[src/rtl/conv_pkg.sv]
// Shared constants and the result FIFO entry layout for the MAC result drain path.
package conv_pkg;
    localparam int ACC_W   = 25;
    localparam int OUT_W   = 8;
    localparam int INT_W   = ACC_W + 1;
    localparam int OUT_MAX = 127;
    localparam int OUT_MIN = -128;

    typedef struct packed {
        logic                    last;
        logic signed [OUT_W-1:0] data;
    } drain_entry_t;

    localparam int ENTRY_W = $bits(drain_entry_t);
endpackage

[src/rtl/drain_fifo.sv]
// Synchronous FIFO with a registered-storage head (no fall-through) and soft clear.
module drain_fifo #(
    parameter int DEPTH = 8,
    parameter int WIDTH = 9
) (
    input  logic             clk,
    input  logic             rst_n,
    input  logic             clr,
    input  logic             push,
    input  logic [WIDTH-1:0] push_data,
    input  logic             pop,
    output logic [WIDTH-1:0] head,
    output logic             empty,
    output logic             full,
    output logic             drop
);
    localparam int AW = $clog2(DEPTH);
    localparam logic [AW:0] FULL_CNT = (AW+1)'(DEPTH);

    logic [DEPTH-1:0][WIDTH-1:0] mem;
    logic [AW-1:0]               wr_ptr, rd_ptr;
    logic [AW:0]                 count;
    logic                        do_pop, do_push;

    assign empty   = (count == '0);
    assign full    = (count == FULL_CNT);
    assign do_pop  = pop & ~empty;
    // A pop frees the slot this cycle, so a push into a full FIFO still lands.
    assign do_push = push & (~full | do_pop);
    assign drop    = push & full & ~do_pop;
    assign head    = mem[rd_ptr];

    always_ff @(posedge clk or negedge rst_n) begin
        if (!rst_n) begin
            mem    <= '0;
            wr_ptr <= '0;
            rd_ptr <= '0;
            count  <= '0;
        end else if (clr) begin
            mem    <= '0;
            wr_ptr <= '0;
            rd_ptr <= '0;
            count  <= '0;
        end else begin
            if (do_push) begin
                mem[wr_ptr] <= push_data;
                wr_ptr      <= wr_ptr + 1'b1;
            end
            if (do_pop)
                rd_ptr <= rd_ptr + 1'b1;
            if (do_push && !do_pop)
                count <= count + 1'b1;
            else if (do_pop && !do_push)
                count <= count - 1'b1;
        end
    end
endmodule

[src/rtl/mac_result_drain.sv]
// MAC result drain: edge capture, round/shift/saturate pipeline, result FIFO, run flags.
// Define MAC_DRAIN_RELU_EN to clamp negative results to zero before saturation.
module mac_result_drain
    import conv_pkg::*;
#(
    parameter int FIFO_DEPTH = 8,
    parameter int CNT_W      = 16
) (
    input  logic                    clk,
    input  logic                    rst,
    input  logic signed [ACC_W-1:0] mac_out,
    input  logic                    mac_valid,
    input  logic                    start_conv,
    input  logic                    end_conv,
    input  logic [4:0]              cfg_shift,
    input  logic [CNT_W-1:0]        cfg_num_res,
    output logic signed [OUT_W-1:0] out_data,
    output logic                    out_valid,
    input  logic                    out_ready,
    output logic                    out_last,
    output logic                    done,
    output logic                    overflow,
    output logic                    sat_flag
);
    localparam int STAGES = 2;

    logic                    mac_valid_q;
    logic [STAGES:0]         vld_pipe;
    logic signed [ACC_W-1:0] s1_acc;
    logic signed [INT_W-1:0] s2_val;
    logic signed [OUT_W-1:0] s3_data;
    logic [4:0]              shift_q;
    logic [CNT_W-1:0]        num_q, res_cnt;

    logic                    capture, clip, fifo_empty, fifo_full, fifo_drop;
    logic signed [INT_W-1:0] rnd, sum, s2_nxt, clip_in;
    logic signed [OUT_W-1:0] s3_nxt;
    drain_entry_t            push_ent, head_ent;

    assign capture = mac_valid & ~mac_valid_q & start_conv & ~end_conv;

    always_comb begin
        rnd = '0;
        if (shift_q != 5'd0)
            rnd = INT_W'(1) << (shift_q - 5'd1);
        sum    = $signed({s1_acc[ACC_W-1], s1_acc}) + rnd;
        s2_nxt = sum >>> shift_q;
    end

    always_comb begin
        clip_in = s2_val;
`ifdef MAC_DRAIN_RELU_EN
        if (clip_in < 0)
            clip_in = '0;
`endif
        clip   = 1'b0;
        s3_nxt = clip_in[OUT_W-1:0];
        if (clip_in > OUT_MAX) begin
            s3_nxt = OUT_W'(OUT_MAX);
            clip   = 1'b1;
        end else if (clip_in < OUT_MIN) begin
            s3_nxt = OUT_W'(OUT_MIN);
            clip   = 1'b1;
        end
    end

    // last is tagged from the count of results ahead of this one, dropped ones included.
    assign push_ent.data = s3_data;
    assign push_ent.last = (num_q != '0) && (res_cnt == num_q - 1'b1);

    always_ff @(posedge clk or negedge rst) begin
        if (!rst) begin
            mac_valid_q <= 1'b0;
            vld_pipe    <= '0;
            s1_acc      <= '0;
            s2_val      <= '0;
            s3_data     <= '0;
            shift_q     <= '0;
            num_q       <= '0;
            res_cnt     <= '0;
            done        <= 1'b0;
            overflow    <= 1'b0;
            sat_flag    <= 1'b0;
        end else if (!start_conv) begin
            mac_valid_q <= 1'b0;
            vld_pipe    <= '0;
            s1_acc      <= '0;
            s2_val      <= '0;
            s3_data     <= '0;
            shift_q     <= cfg_shift;
            num_q       <= cfg_num_res;
            res_cnt     <= '0;
            done        <= 1'b0;
            overflow    <= 1'b0;
            sat_flag    <= 1'b0;
        end else begin
            mac_valid_q <= mac_valid;
            vld_pipe    <= {vld_pipe[STAGES-1:0], capture};
            if (capture)     s1_acc  <= mac_out;
            if (vld_pipe[0]) s2_val  <= s2_nxt;
            if (vld_pipe[1]) s3_data <= s3_nxt;
            if (vld_pipe[1] && clip) sat_flag <= 1'b1;
            if (vld_pipe[2]) res_cnt <= res_cnt + 1'b1;
            if (fifo_drop)   overflow <= 1'b1;
            if ((num_q != '0) && (res_cnt == num_q) && fifo_empty)
                done <= 1'b1;
        end
    end

    drain_fifo #(
        .DEPTH (FIFO_DEPTH),
        .WIDTH (ENTRY_W)
    ) u_fifo (
        .clk       (clk),
        .rst_n     (rst),
        .clr       (~start_conv),
        .push      (vld_pipe[2]),
        .push_data (push_ent),
        .pop       (out_ready),
        .head      (head_ent),
        .empty     (fifo_empty),
        .full      (fifo_full),
        .drop      (fifo_drop)
    );

    assign out_valid = ~fifo_empty;
    assign out_data  = head_ent.data;
    assign out_last  = head_ent.last;
endmodule

[config.mk]
export PLATFORM = sky130hd
export DESIGN_NAME = mac_result_drain
export DESIGN_NICKNAME = d
export VERILOG_FILES = /design/src/rtl/conv_pkg.sv /design/src/rtl/drain_fifo.sv /design/src/rtl/mac_result_drain.sv
export SDC_FILE = /design/constraint.sdc
export NUM_CORES = 1
export LEC_CHECK = 0
export CAP_MARGIN = 5
export CORE_ASPECT_RATIO = 0.7
export CORE_UTILIZATION = 60
export CTS_CLUSTER_DIAMETER = 40
export DETAILED_ROUTE_END_ITERATION = 10
export PLACE_DENSITY = 0.77
export SYNTH_ARGS = -nofsm -noshare
export SYNTH_HDL_FRONTEND = slang
export SYNTH_SLANG_ARGS = --single-unit
[constraint.sdc]
create_clock -name clk -period 10.1 [get_ports clk]
set_clock_uncertainty 0.2 [all_clocks]
set_input_delay 1.01 -clock clk [delete_from_list [all_inputs] [get_ports clk]]
set_output_delay 1.01 -clock clk [all_outputs]
set_load 0.02 [all_outputs]
==> results of run 1 <==
## registers in the layout (all words and copies together), names as in the netlist, 4 cells and up
name and cells:
clip_in 26, num_q 16, res_cnt 16, s1_acc 25, s3_data 8, shift_q 5, u_fifo.count 4, u_fifo.mem 72
## layout by cell type, fill, tap and decap left out, types with 6 or more instances in the layout
cell                                n
sky130_fd_sc_hd__mux2i_1           84
sky130_fd_sc_hd__o31ai_1            6
sky130_fd_sc_hd__o221ai_1          10
sky130_fd_sc_hd__xnor2_1           39
sky130_fd_sc_hd__nor3_1            37
sky130_fd_sc_hd__and2_1            14
sky130_fd_sc_hd__nand4_1           21
sky130_fd_sc_hd__o21ai_0           63
sky130_fd_sc_hd__nor2_1           166
sky130_fd_sc_hd__a211oi_1          17
sky130_fd_sc_hd__clkbuf_16         17
sky130_fd_sc_hd__dfrtp_1          185
sky130_fd_sc_hd__nand2b_1          12
sky130_fd_sc_hd__o21a_1             6
sky130_fd_sc_hd__a22oi_1            8
sky130_fd_sc_hd__inv_1             27
sky130_fd_sc_hd__nand2_1          174
sky130_fd_sc_hd__mux2_2            34
sky130_fd_sc_hd__o211ai_1          16
sky130_fd_sc_hd__or3_1              8
sky130_fd_sc_hd__nand3_1           46
sky130_fd_sc_hd__mux4_2            24
sky130_fd_sc_hd__xor2_1            25
sky130_fd_sc_hd__buf_4             14
sky130_fd_sc_hd__o21ai_1           13
sky130_fd_sc_hd__a31oi_1            7
sky130_fd_sc_hd__nor4_1            14
sky130_fd_sc_hd__a21oi_1           75
sky130_fd_sc_hd__a21o_1            11
sky130_fd_sc_hd__and3_1             9
sky130_fd_sc_hd__ha_1              33
sky130_fd_sc_hd__clkdlybuf4s50_1   62
sky130_fd_sc_hd__a221oi_1           6
## logic make-up after synthesis
kind of cell,count (synthesis)
flip-flops,185
XOR/XNOR,64
multiplexers,142
AND/OR/NAND/NOR,533
buffers and inverters,130
AO/OA/AOI/OAI,315
adder cells (fa/ha/maj),35
## power breakdown
group	internal [mW]	switching [mW]	leakage, nW	total, mW
Combinational	0.162	0.268	3.21	0.430
Sequential	0.766	0.0383	2.52	0.804
Clock	0.359	0.310	0.280	0.669
Total	1.29	0.616	6.01	1.90
## worst paths after layout
kind | start | to | slack [ns] | cells after the start
setup / recovery | shift_q[0] | clip_in[2] | 3.74 | 19
hold / removal | clip_in[20] | clip_in[20] | 0.30 | 2
hold reg to reg | clip_in[20] | clip_in[20] | 0.30 | 2
setup reg to reg | shift_q[0] | clip_in[2] | 3.74 | 19
min in group asynchronous | rst | num_q[7] | 0.48 | 1
max in group asynchronous | rst | u_fifo.mem[6] | 7.80 | 2
## per-stage QoR
| step | instance area [sq um] | total power [mW] |
|---|---|---|
| after floorplan | 12600 | 1.10 |
| after global placement | 13200 | 1.23 |
| after detailed placement | 13200 | 1.23 |
| after CTS | 13800 | 1.89 |
| after global routing | 13800 | 1.97 |
| final | 13800 | 1.90 |
## cell type report
type / count / share of cell area (%)
clock inverter: 10 / 0.788
multi-input combinational: 1089 / 53.6
inverter: 32 / 0.879
sequential: 185 / 33.5
timing repair buffer: 78 / 5.39
tap: 270 / 2.45
clock buffer: 22 / 3.36
## worst register-to-register path, stage by stage, from the launching register on
cell and delay [ns]:
sky130_fd_sc_hd__dfrtp_1 0.90, sky130_fd_sc_hd__clkinv_1 0.15, sky130_fd_sc_hd__buf_4 0.27, sky130_fd_sc_hd__nand2_1 0.31, sky130_fd_sc_hd__inv_1 0.20, sky130_fd_sc_hd__ha_1 0.80
sky130_fd_sc_hd__nand2_1 0.14, sky130_fd_sc_hd__nor2_1 0.14, sky130_fd_sc_hd__ha_1 0.24, sky130_fd_sc_hd__inv_1 0.07, sky130_fd_sc_hd__fa_1 0.40, sky130_fd_sc_hd__nand2b_1 0.20
sky130_fd_sc_hd__a21oi_1 0.32, sky130_fd_sc_hd__o21ai_1 0.22, sky130_fd_sc_hd__a21boi_1 0.28, sky130_fd_sc_hd__o21ai_0 0.29, sky130_fd_sc_hd__a31o_2 0.35, sky130_fd_sc_hd__mux4_2 0.50
sky130_fd_sc_hd__o211ai_2 0.16, sky130_fd_sc_hd__o211ai_1 0.10
## metal layers
metal / track usage (%) / wire length [microns] / vias up
met5: 0 / 0 / -
met4: 10.0 / 740 / 0
met3: 7.90 / 3450 / 81
met2: 49.5 / 14900 / 587
met1: 49.7 / 16100 / 5436
li1: - / - / 5074
==> load_flow_metrics.sql, run 1 <==
INSERT INTO impl_metrics (metric_group, metric, value, unit) VALUES
('status', 'status', 'completed', ''),
('worst_hold_path', 'worst_min_delay_path_class', 'flip-flop to flip-flop', ''),
('die', 'fp-row-count', '43', ''),
('timing', 'timing.max_slew.rel_slack', '34.0', '%'),
('finish', 'antennaDiodeCount', '0', ''),
('finish', 'seq_area', '4630', 'sq um'),
('yosys', 'largest_family_of_logic_cells_by_synthesized_area', 'simple AND/OR/NAND/NOR gates', ''),
('clock_tree', 'cts_setup_buffers', '0', ''),
('clock_tree', 'cts_max_level', '4', ''),
('yosys', 'yosys_most_used_dff', 'sky130_fd_sc_hd__dfrtp_1', ''),
('yosys', 'syn-cell-area', '12600', 'sq um'),
('finish', 'nFillCells', '1594', ''),
('yosys', 'ys_types', '91', ''),
('finish', 'area_delta_synth_final', '9.85', '%'),
('worst_setup_path', 'critPathKind', 'flip-flop to flip-flop', ''),
('timing', 'postLayoutSetupSlackWorst', '3.74', 'ns'),
('timing', 'worst_slew_pin_slew', '0.989', 'ns'),
('yosys', 'synth_cells', '1404', ''),
('finish', 'num-nets-final', '1490', ''),
('clock_tree', 'clock_tree_from_tritoncts', 'yes', ''),
('grt', 'global_route_wire_length_before_repair', '56.5', 'mm'),
('timing', 'number_of_failing_setup_endpoints_in_the_final_timing_report', '0', ''),
('grt', 'remaining_overflow_grt', '0', ''),
('yosys', 'seq_area_frac_synth', '36.8', '%'),
('die', 'coreArea', '20200', 'sq um'),
('timing', 'finalHoldWorstSlack', '0.297', 'ns'),
('clock_tree', 'worstSkewPairLatency', '0.45', 'ns'),
('routing', 'wl', '35.2', 'mm'),
('routing', 'wire_per_inst', '20.9', 'microns'),
('placed_design', 'place_congestion', '1.01', ''),
('finish', 'instances_no_fill', '1686', ''),
('worst_setup_path', 'crit_path_top_delay_cell', 'sky130_fd_sc_hd__dfrtp_1', ''),
('worst_setup_path', 'cp_max_fo', '25', ''),
('placed_design', 'placedCellCount', '1654', ''),
('yosys', 'yosys.area.top_type', 'sky130_fd_sc_hd__dfrtp_1', ''),
('grt', 'initial_antenna_violation_count', '1', ''),
('worst_setup_path', 'cp.arrival', '6.48', 'ns'),
('routing', 'route.detailed.vias_per_inst', '6.63', ''),
('grt', 'grt_max_degree', '124', ''),
('finish', 'drive_gt1_share', '10.5', '%'),
('pwr', 'power_density_normalized_to_cell_area', '138', 'nW/um^2'),
('clock_tree', 'worst_setup_hold_path_clk_slew', '0.07', 'ns'),
('clock_tree', 'cts_repair_resize_count', '0', ''),
('routing', 'drt_iter0_markers', '1555', ''),
('timing', 'report.final.slew_viol_count', '0', ''),
('timing', 'post-route-period-util', '63.0', '%'),
('yosys', 'complex_gate_fraction_of_the_synthesized_area', '17.1', '%'),
('timing', 'setup_total_negative_slack', '0', 'ns'),
('finish', 'total_area_of_multi_input_combinational_cells', '7410', 'sq um'),
('worst_setup_path', 'critical_path.endpoint_type', 'flip-flop', ''),
('die', 'fp.dieH', '123', 'microns'),
('yosys', 'synth.cells.most_frequent', 'sky130_fd_sc_hd__dfrtp_1 (185), sky130_fd_sc_hd__nand2_1 (174), sky130_fd_sc_hd__nor2_1 (166), sky130_fd_sc_hd__mux2i_1 (84), sky130_fd_sc_hd__a21oi_1 (75)', ''),
('finish', 'layout.core_utilization', '68.5', '%'),
('worst_setup_path', 'cp_slowest_stage_delay', '0.90', 'ns'),
('routing', 'drt_pass1_iterations', '6', ''),
('yosys', 'synthArstFlopShare', '100', '%'),
('worst_setup_path', 'cp_data_required_time', '10.22', 'ns'),
('yosys', 'synthMuxAreaShare', '14.0', '%'),
('worst_setup_path', 'critPathLaunchType', 'flip-flop', ''),
('timing', 'final_hold_violation_count', '0', ''),
('pwr', 'leakagePower', '6.01', 'nW'),
('die', 'i_o_pin_count', '65', ''),
('job', 'timing.max_cap.violations', '0', ''),
('yosys', 'post_synth.cell_area_avg', '8.96', 'sq um'),
('yosys', 'post_synth_fa_ha_maj_area_fraction', '3.60', '%'),
('clock_tree', 'total_clock_buffers_created_by_cts', '17', ''),
('clock_tree', 'number_of_clock_sinks', '185', ''),
('timing', 'grt_setup_unrepaired', 'false', ''),
('clock_tree', 'post_cts_hold_buffer_count', '0', ''),
('yosys', 'ys_seq_elements', '185', ''),
('yosys', 'post-synth-top-count-cell', 'sky130_fd_sc_hd__dfrtp_1', '');
No activity file was read; power rests on OpenSTA's default activity.
==> run 2: changes to the inputs <==
Clock period 10.1 ns to 6.3 ns, I/O delays scaled along.
==> run 2 against run 1 <==
First-iteration DRC count down 12%. Via count up 0.24%. Routed wire length is 3.2% higher. Non-clock buffer count grew 3. Register-to-register slack worse by 3.2 ns. Final cell count rose by 0.18%. Critical path type unchanged. Largest cell class unchanged. Highest routed layer unchanged.
==> load_flow_metrics.sql, run 2 (synthesized netlist as in run 1, its figures left out) <==
INSERT INTO impl_metrics (metric_group, metric, value, unit) VALUES
('worst_setup_path', 'timing.reg2reg.worst_path_depth', '12', ''),
('placed_design', 'placement.io_buffers', '64', ''),
('timing', 'timing.max_slew.rel_slack', '24.5', '%'),
('timing', 'report.final.slew_viol_count', '0', ''),
('worst_setup_path', 'critPathLaunchType', 'flip-flop', ''),
('pwr', 'leakagePower', '6.04', 'nW'),
('die', 'design.die.area', '21500', 'sq um'),
('timing', 'post-route-period-util', '90.7', '%'),
('worst_hold_path', 'worst_min_delay_path_class', 'primary input to async pin', ''),
('routing', 'drt_iter0_markers', '1363', ''),
('routing', 'final_antenna_net_count', '0', ''),
('clock_tree', 'clock_tree_from_tritoncts', 'yes', ''),
('finish', 'stdcell_area', '13900', 'sq um'),
('grt', 'initial_antenna_violation_count', '0', ''),
('clock_tree', 'post_cts_hold_buffer_count', '0', ''),
('clock_tree', 'cts_setup_buffers', '0', ''),
('grt', 'grt_pass1_vias', '10583', ''),
('finish', 'drive_gt1_share', '10.9', '%'),
('pwr', 'power_density_normalized_to_cell_area', '222', 'nW/um^2'),
('timing', 'max_clock_freq', '175', 'MHz'),
('clock_tree', 'cts_max_level', '4', ''),
('finish', 'layout.core_utilization', '68.7', '%'),
('placed_design', 'place.detailed.hpwl', '26.1', 'mm'),
('die', 'i_o_pin_count', '65', ''),
('routing', 'route.detailed.vias_per_inst', '6.63', ''),
('grt', 'global_route_wire_length_before_repair', '57.8', 'mm'),
('finish', 'commonest_non_fill_non_tap_cell_in_the_layout', 'sky130_fd_sc_hd__dfrtp_1', ''),
('grt', 'remaining_overflow_grt', '0', ''),
('timing', 'finalHoldWorstSlack', '0.00892', 'ns'),
('routing', 'wire_per_inst', '21.5', 'microns'),
('routing', 'drc_errors', '0', ''),
('timing', 'setup_total_negative_slack', '0', 'ns'),
('status', 'status', 'completed', ''),
('finish', 'nFillCells', '1601', ''),
('worst_setup_path', 'critical_path.endpoint_type', 'flip-flop', ''),
('die', 'die_extent_in_x', '175', 'microns'),
('worst_setup_path', 'reg_to_reg_startpoint', 'shift_q[3]', ''),
('timing', 'final_hold_violation_count', '0', ''),
('routing', 'num_vias', '11205', ''),
('timing', 'grt_setup_unrepaired', 'false', ''),
('clock_tree', 'cts-root-to-sink-buffers', '2', ''),
('die', 'fp-row-count', '43', ''),
('worst_setup_path', 'crit_start', 'shift_q[3]', ''),
('finish', 'regMostFlops', 'u_fifo.mem', ''),
('finish', 'num-nets-final', '1493', ''),
('clock_tree', 'worstSkewPairLatency', '0.45', 'ns'),
('clock_tree', 'number_of_clock_sinks', '185', ''),
('worst_setup_path', 'cp.arrival', '5.89', 'ns'),
('die', 'fp.dieH', '123', 'microns'),
('worst_setup_path', 'critPathKind', 'flip-flop to flip-flop', ''),
('die', 'initial_utilization', '62.3', '%'),
('placed_design', 'place_congestion', '1.03', ''),
('grt', 'groute.usage.overall', '34.9', '%'),
('clock_tree', 'total_clock_buffers_created_by_cts', '17', ''),
('worst_setup_path', 'worstReg2RegEnd', 'clip_in[16]', ''),
('pwr', 'ir_drop', '0.212', 'mV'),
('clock_tree', 'clock_tree.root_cell', 'sky130_fd_sc_hd__clkbuf_16', ''),
('worst_setup_path', 'cp_max_fo', '18', ''),
('worst_setup_path', 'cp_data_required_time', '6.47', 'ns'),
('timing', 'worst_slew_pin_slew', '1.13', 'ns'),
('die', 'coreArea', '20200', 'sq um'),
('finish', 'largest_register_ff_count', '72', ''),
('placed_design', 'detailed_place.area', '13300', 'sq um'),
('timing', 'number_of_failing_setup_endpoints_in_the_final_timing_report', '0', ''),
('clock_tree', 'cts_repair_resize_count', '0', ''),
('routing', 'drt_pass1_iterations', '7', ''),
('finish', 'antennaDiodeCount', '0', ''),
('finish', 'area_delta_synth_final', '10.3', '%'),
('worst_setup_path', 'regToRegSetupSlack', '0.58', 'ns'),
('routing', 'wl', '36.3', 'mm'),
('finish', 'final_cell_mix', 'sky130_fd_sc_hd__dfrtp_1 (185), sky130_fd_sc_hd__nand2_1 (174), sky130_fd_sc_hd__nor2_1 (166), sky130_fd_sc_hd__mux2i_1 (84), sky130_fd_sc_hd__a21oi_1 (75)', ''),
('grt', 'grt_max_degree', '83', ''),
('timing', 'post-route-min-period', '5.72', 'ns'),
('job', 'timing.max_cap.violations', '0', ''),
('clock_tree', 'worst_setup_hold_path_clk_slew', '0.07', 'ns');
[run 2: cell count changes in the layout (fill, tap and decap cells not counted), sizes merged]
cell and change:
buf +3, clkbuf -3, inv +3, clkinv +2, bufinv -1, clkinvlp -1
[run 2: cell type report]
type                       instances  area [sq um]  share of cell area [%]
clock inverter                    13           149                    1.07
inverter                          32           121                   0.875
timing repair buffer              81           767                    5.53
multi-input combinational       1089          7410                    53.4
clock buffer                      19           453                    3.27
sequential                       185          4630                    33.4
tap                              270           338                    2.44
[run 2: critical path: stages (launching register included)]
cell and delay, ns:
sky130_fd_sc_hd__dfrtp_1 0.87, sky130_fd_sc_hd__clkinv_1 0.54, sky130_fd_sc_hd__nand2_1 0.57, sky130_fd_sc_hd__nor2_1 0.15
sky130_fd_sc_hd__ha_1 0.37, sky130_fd_sc_hd__o211ai_1 0.35, sky130_fd_sc_hd__o21ai_2 0.19, sky130_fd_sc_hd__a221oi_1 0.47
sky130_fd_sc_hd__nand3b_1 0.15, sky130_fd_sc_hd__and3_1 0.33, sky130_fd_sc_hd__a21oi_1 0.96, sky130_fd_sc_hd__o311ai_0 0.33
sky130_fd_sc_hd__nand2_1 0.14
[run 2: per-layer routing]
metal  GRT usage [%]  share of wire, %
met5               0                 0
met4            9.84               1.9
met3            9.99                11
met2            50.6                42
met1            50.6                45
[run 2: worst max path at each step]
stage / endpoint / slack, ns / depth (start not counted)
floorplan: clip_in[2] / 1.79 / 17
global placement: clip_in[15] / 1.00 / 12
finish: clip_in[16] / 0.58 / 12
global route: clip_in[16] / 0.45 / 12
detailed placement: clip_in[16] / 0.99 / 12
CTS: clip_in[16] / 0.92 / 12
[run 2: through the flow]
stage / total power, mW / std cells / setup WS [ns]
2_1_floorplan: 1.76 / 1404 / 1.79
3_3_place_gp: 1.97 / 1657 / 1.00
3_5_place_dp: 1.98 / 1657 / 0.985
4_1_cts: 3.07 / 1689 / 0.924
5_1_grt: 3.20 / 1689 / 0.452
6_report: 3.08 / 1689 / 0.583
[run 2: where the power goes]
part	internal, mW	switching [mW]
registers	1.23	0.0634
logic	0.263	0.431
clock network	0.555	0.542
total	2.05	1.04
==> run 3: changes to the inputs <==
Settings changed: CORE_UTILIZATION 60 to 62, PLACE_DENSITY 0.77 to 0.79.
==> run 3 against run 2 <==
Total power is 3.8% higher. Clock power grew 11%. Combinational power down 2%. Worst hold slack gained 0.12 ns. Critical endpoint unchanged. Largest power group unchanged. Setup slack better by 0.20 ns. Highest routed layer unchanged.
==> load_flow_metrics.sql, run 3 (synthesized netlist as in run 1, its figures left out) <==
INSERT INTO impl_metrics (metric_group, metric, value, unit) VALUES
('grt', 'grt_pass1_vias', '10452', ''),
('pwr', 'clockPowerShare', '38.3', '%'),
('worst_setup_path', 'critPathKind', 'flip-flop to flip-flop', ''),
('pwr', 'finalPower', '3.20', 'mW'),
('timing', 'report.final.slew_viol_count', '0', ''),
('placed_design', 'place.detailed.hpwl', '25.3', 'mm'),
('finish', 'regMostFlops', 'u_fifo.mem', ''),
('die', 'coreArea', '19900', 'sq um'),
('worst_setup_path', 'critical_path.endpoint_type', 'flip-flop', ''),
('clock_tree', 'worst_setup_hold_path_clk_slew', '0.08', 'ns'),
('clock_tree', 'worstSkewPairLatency', '0.45', 'ns'),
('grt', 'groute.usage.overall', '35.9', '%'),
('timing', 'max_clock_freq', '181', 'MHz'),
('clock_tree', 'total_clock_buffers_created_by_cts', '17', ''),
('worst_setup_path', 'worstReg2RegEnd', 'clip_in[16]', ''),
('finish', 'largest_register_ff_count', '72', ''),
('grt', 'initial_antenna_violation_count', '0', ''),
('finish', 'num-nets-final', '1493', ''),
('worst_setup_path', 'critical_path.most_common_cell', 'sky130_fd_sc_hd__nand2_1', ''),
('timing', 'final_hold_violation_count', '0', ''),
('timing', 'post-route-period-util', '87.6', '%'),
('clock_tree', 'cts_repair_resize_count', '0', ''),
('timing', 'worst_slew_pin_slew', '1.06', 'ns'),
('routing', 'route.detailed.vias_per_inst', '6.59', ''),
('clock_tree', 'cts_max_level', '4', ''),
('placed_design', 'placedCellCount', '1657', ''),
('routing', 'wire_per_inst', '21.2', 'microns'),
('worst_setup_path', 'critical_path.cell_chain', 'nand2_1 > o21ai_0 > and2_1 > ha_1 > nand2_1 > o21ai_1 > a21o_1 > a311oi_1 > and3_1 > a21oi_1 > o311ai_0 > nand2_1', ''),
('timing', 'number_of_failing_setup_endpoints_in_the_final_timing_report', '0', ''),
('die', 'i_o_pin_count', '65', ''),
('timing', 'grt_setup_unrepaired', 'false', ''),
('routing', 'drt_pass1_iterations', '5', ''),
('finish', 'commonest_non_fill_non_tap_cell_in_the_layout', 'sky130_fd_sc_hd__dfrtp_1', ''),
('worst_hold_path', 'worst_min_delay_path_class', 'primary input to async pin', ''),
('worst_setup_path', 'cp_max_fo', '18', ''),
('worst_setup_path', 'cp_slowest_stage_delay', '0.89', 'ns'),
('worst_setup_path', 'reg_to_reg_startpoint', 'shift_q[3]', ''),
('clock_tree', 'post_cts_hold_buffer_count', '0', ''),
('worst_setup_path', 'cp.arrival', '5.70', 'ns'),
('clock_tree', 'clock_tree.root_cell', 'sky130_fd_sc_hd__clkbuf_16', ''),
('pwr', 'switchingPower', '1.02', 'mW'),
('die', 'fp-row-count', '43', ''),
('grt', 'grt_max_degree', '133', ''),
('grt', 'global_route_wire_length_before_repair', '57.3', 'mm'),
('worst_setup_path', 'regToRegSetupSlack', '0.78', 'ns'),
('finish', 'final_cell_mix', 'sky130_fd_sc_hd__dfrtp_1 (185), sky130_fd_sc_hd__nand2_1 (174), sky130_fd_sc_hd__nor2_1 (166), sky130_fd_sc_hd__mux2i_1 (84), sky130_fd_sc_hd__a21oi_1 (75)', ''),
('worst_setup_path', 'crit_path_top_delay_cell', 'sky130_fd_sc_hd__dfrtp_1', ''),
('die', 'design.die.area', '20900', 'sq um'),
('routing', 'final_antenna_net_count', '0', ''),
('pwr', 'leakagePower', '6.07', 'nW'),
('clock_tree', 'cts_setup_buffers', '0', ''),
('worst_setup_path', 'cp_data_required_time', '6.48', 'ns'),
('finish', 'area_delta_synth_final', '10.9', '%'),
('worst_setup_path', 'critPathLaunchType', 'flip-flop', ''),
('clock_tree', 'number_of_clock_sinks', '185', ''),
('worst_setup_path', 'crit_family', 'compound AO/OA/AOI/OAI gates', ''),
('pwr', 'power.share.sequential', '40.6', '%'),
('pwr', 'switching_share', '31.9', '%'),
('routing', 'num_vias', '11123', ''),
('clock_tree', 'cts-root-to-sink-buffers', '2', ''),
('die', 'die_extent_in_x', '172', 'microns'),
('die', 'initial_utilization', '63.3', '%'),
('routing', 'wl', '35.8', 'mm'),
('finish', 'drive_gt1_share', '10.9', '%'),
('pwr', 'internal_power', '2.18', 'mW'),
('finish', 'antennaDiodeCount', '0', ''),
('clock_tree', 'clock_tree_from_tritoncts', 'yes', ''),
('placed_design', 'placement.io_buffers', '64', ''),
('job', 'timing.max_cap.violations', '0', ''),
('grt', 'remaining_overflow_grt', '0', ''),
('die', 'fp.dieH', '121', 'microns'),
('pwr', 'ir_drop', '0.188', 'mV'),
('status', 'status', 'completed', ''),
('finish', 'layout.core_utilization', '70.2', '%'),
('worst_setup_path', 'timing.reg2reg.worst_path_depth', '12', ''),
('routing', 'drt_iter0_markers', '1389', ''),
('routing', 'drc_errors', '0', ''),
('timing', 'timing.max_slew.rel_slack', '29.3', '%'),
('worst_setup_path', 'cp.buffers_inverters', '0', ''),
('finish', 'nFillCells', '1522', ''),
('timing', 'post-route-min-period', '5.52', 'ns'),
('timing', 'setup_total_negative_slack', '0', 'ns'),
('finish', 'instances_no_fill', '1689', ''),
('placed_design', 'place_congestion', '1.02', ''),
('pwr', 'comb_power_share', '21.1', '%'),
('pwr', 'power_density_normalized_to_cell_area', '229', 'nW/um^2');
[run 3: power by group through the flow]
stage,Sequential (mW),Combinational [mW],Clock [mW]
floorplan,1.28,0.480,0
global placement,1.32,0.656,0
finish,1.30,0.677,1.22
global route,1.30,0.733,1.28
CTS,1.30,0.665,1.24
detailed placement,1.32,0.659,0
[run 3: cell type report]
class                      instances  area, sq um  share of cell area, %
multi-input combinational       1089         7410                   53.1
sequential                       185         4630                   33.2
timing repair buffer              81          767                   5.50
clock buffer                      17          425                   3.05
tap                              270          338                   2.42
clock inverter                    15          254                   1.82
inverter                          32          121                  0.871
[run 3: how the worst max path moves through the flow]
stage	from	end	cells after the start
2_1_floorplan	shift_q[2]	clip_in[2]	17
5_1_grt	shift_q[3]	clip_in[16]	12
3_5_place_dp	shift_q[3]	clip_in[16]	12
4_1_cts	shift_q[3]	clip_in[16]	12
6_report	shift_q[3]	clip_in[16]	12
3_3_place_gp	shift_q[3]	clip_in[16]	12
[run 3: per-layer routing]
metal  GRT usage, %  vias up  wire, microns
li1               -     5080              -
met3           6.72       79           3070
met5              0        -              0
met2           53.7      564          15900
met4           11.8        0            792
met1           52.3     5400          16100
[run 3: stage by stage]
stage	worst slack [ns]	hold slack, ns	cell area [sq um]
2_1_floorplan	1.79	0.134	12600
3_3_place_gp	1.17	0.277	13300
3_5_place_dp	1.12	0.280	13300
4_1_cts	1.08	0.207	13900
5_1_grt	0.649	0.241	13900
6_report	0.780	0.130	13900
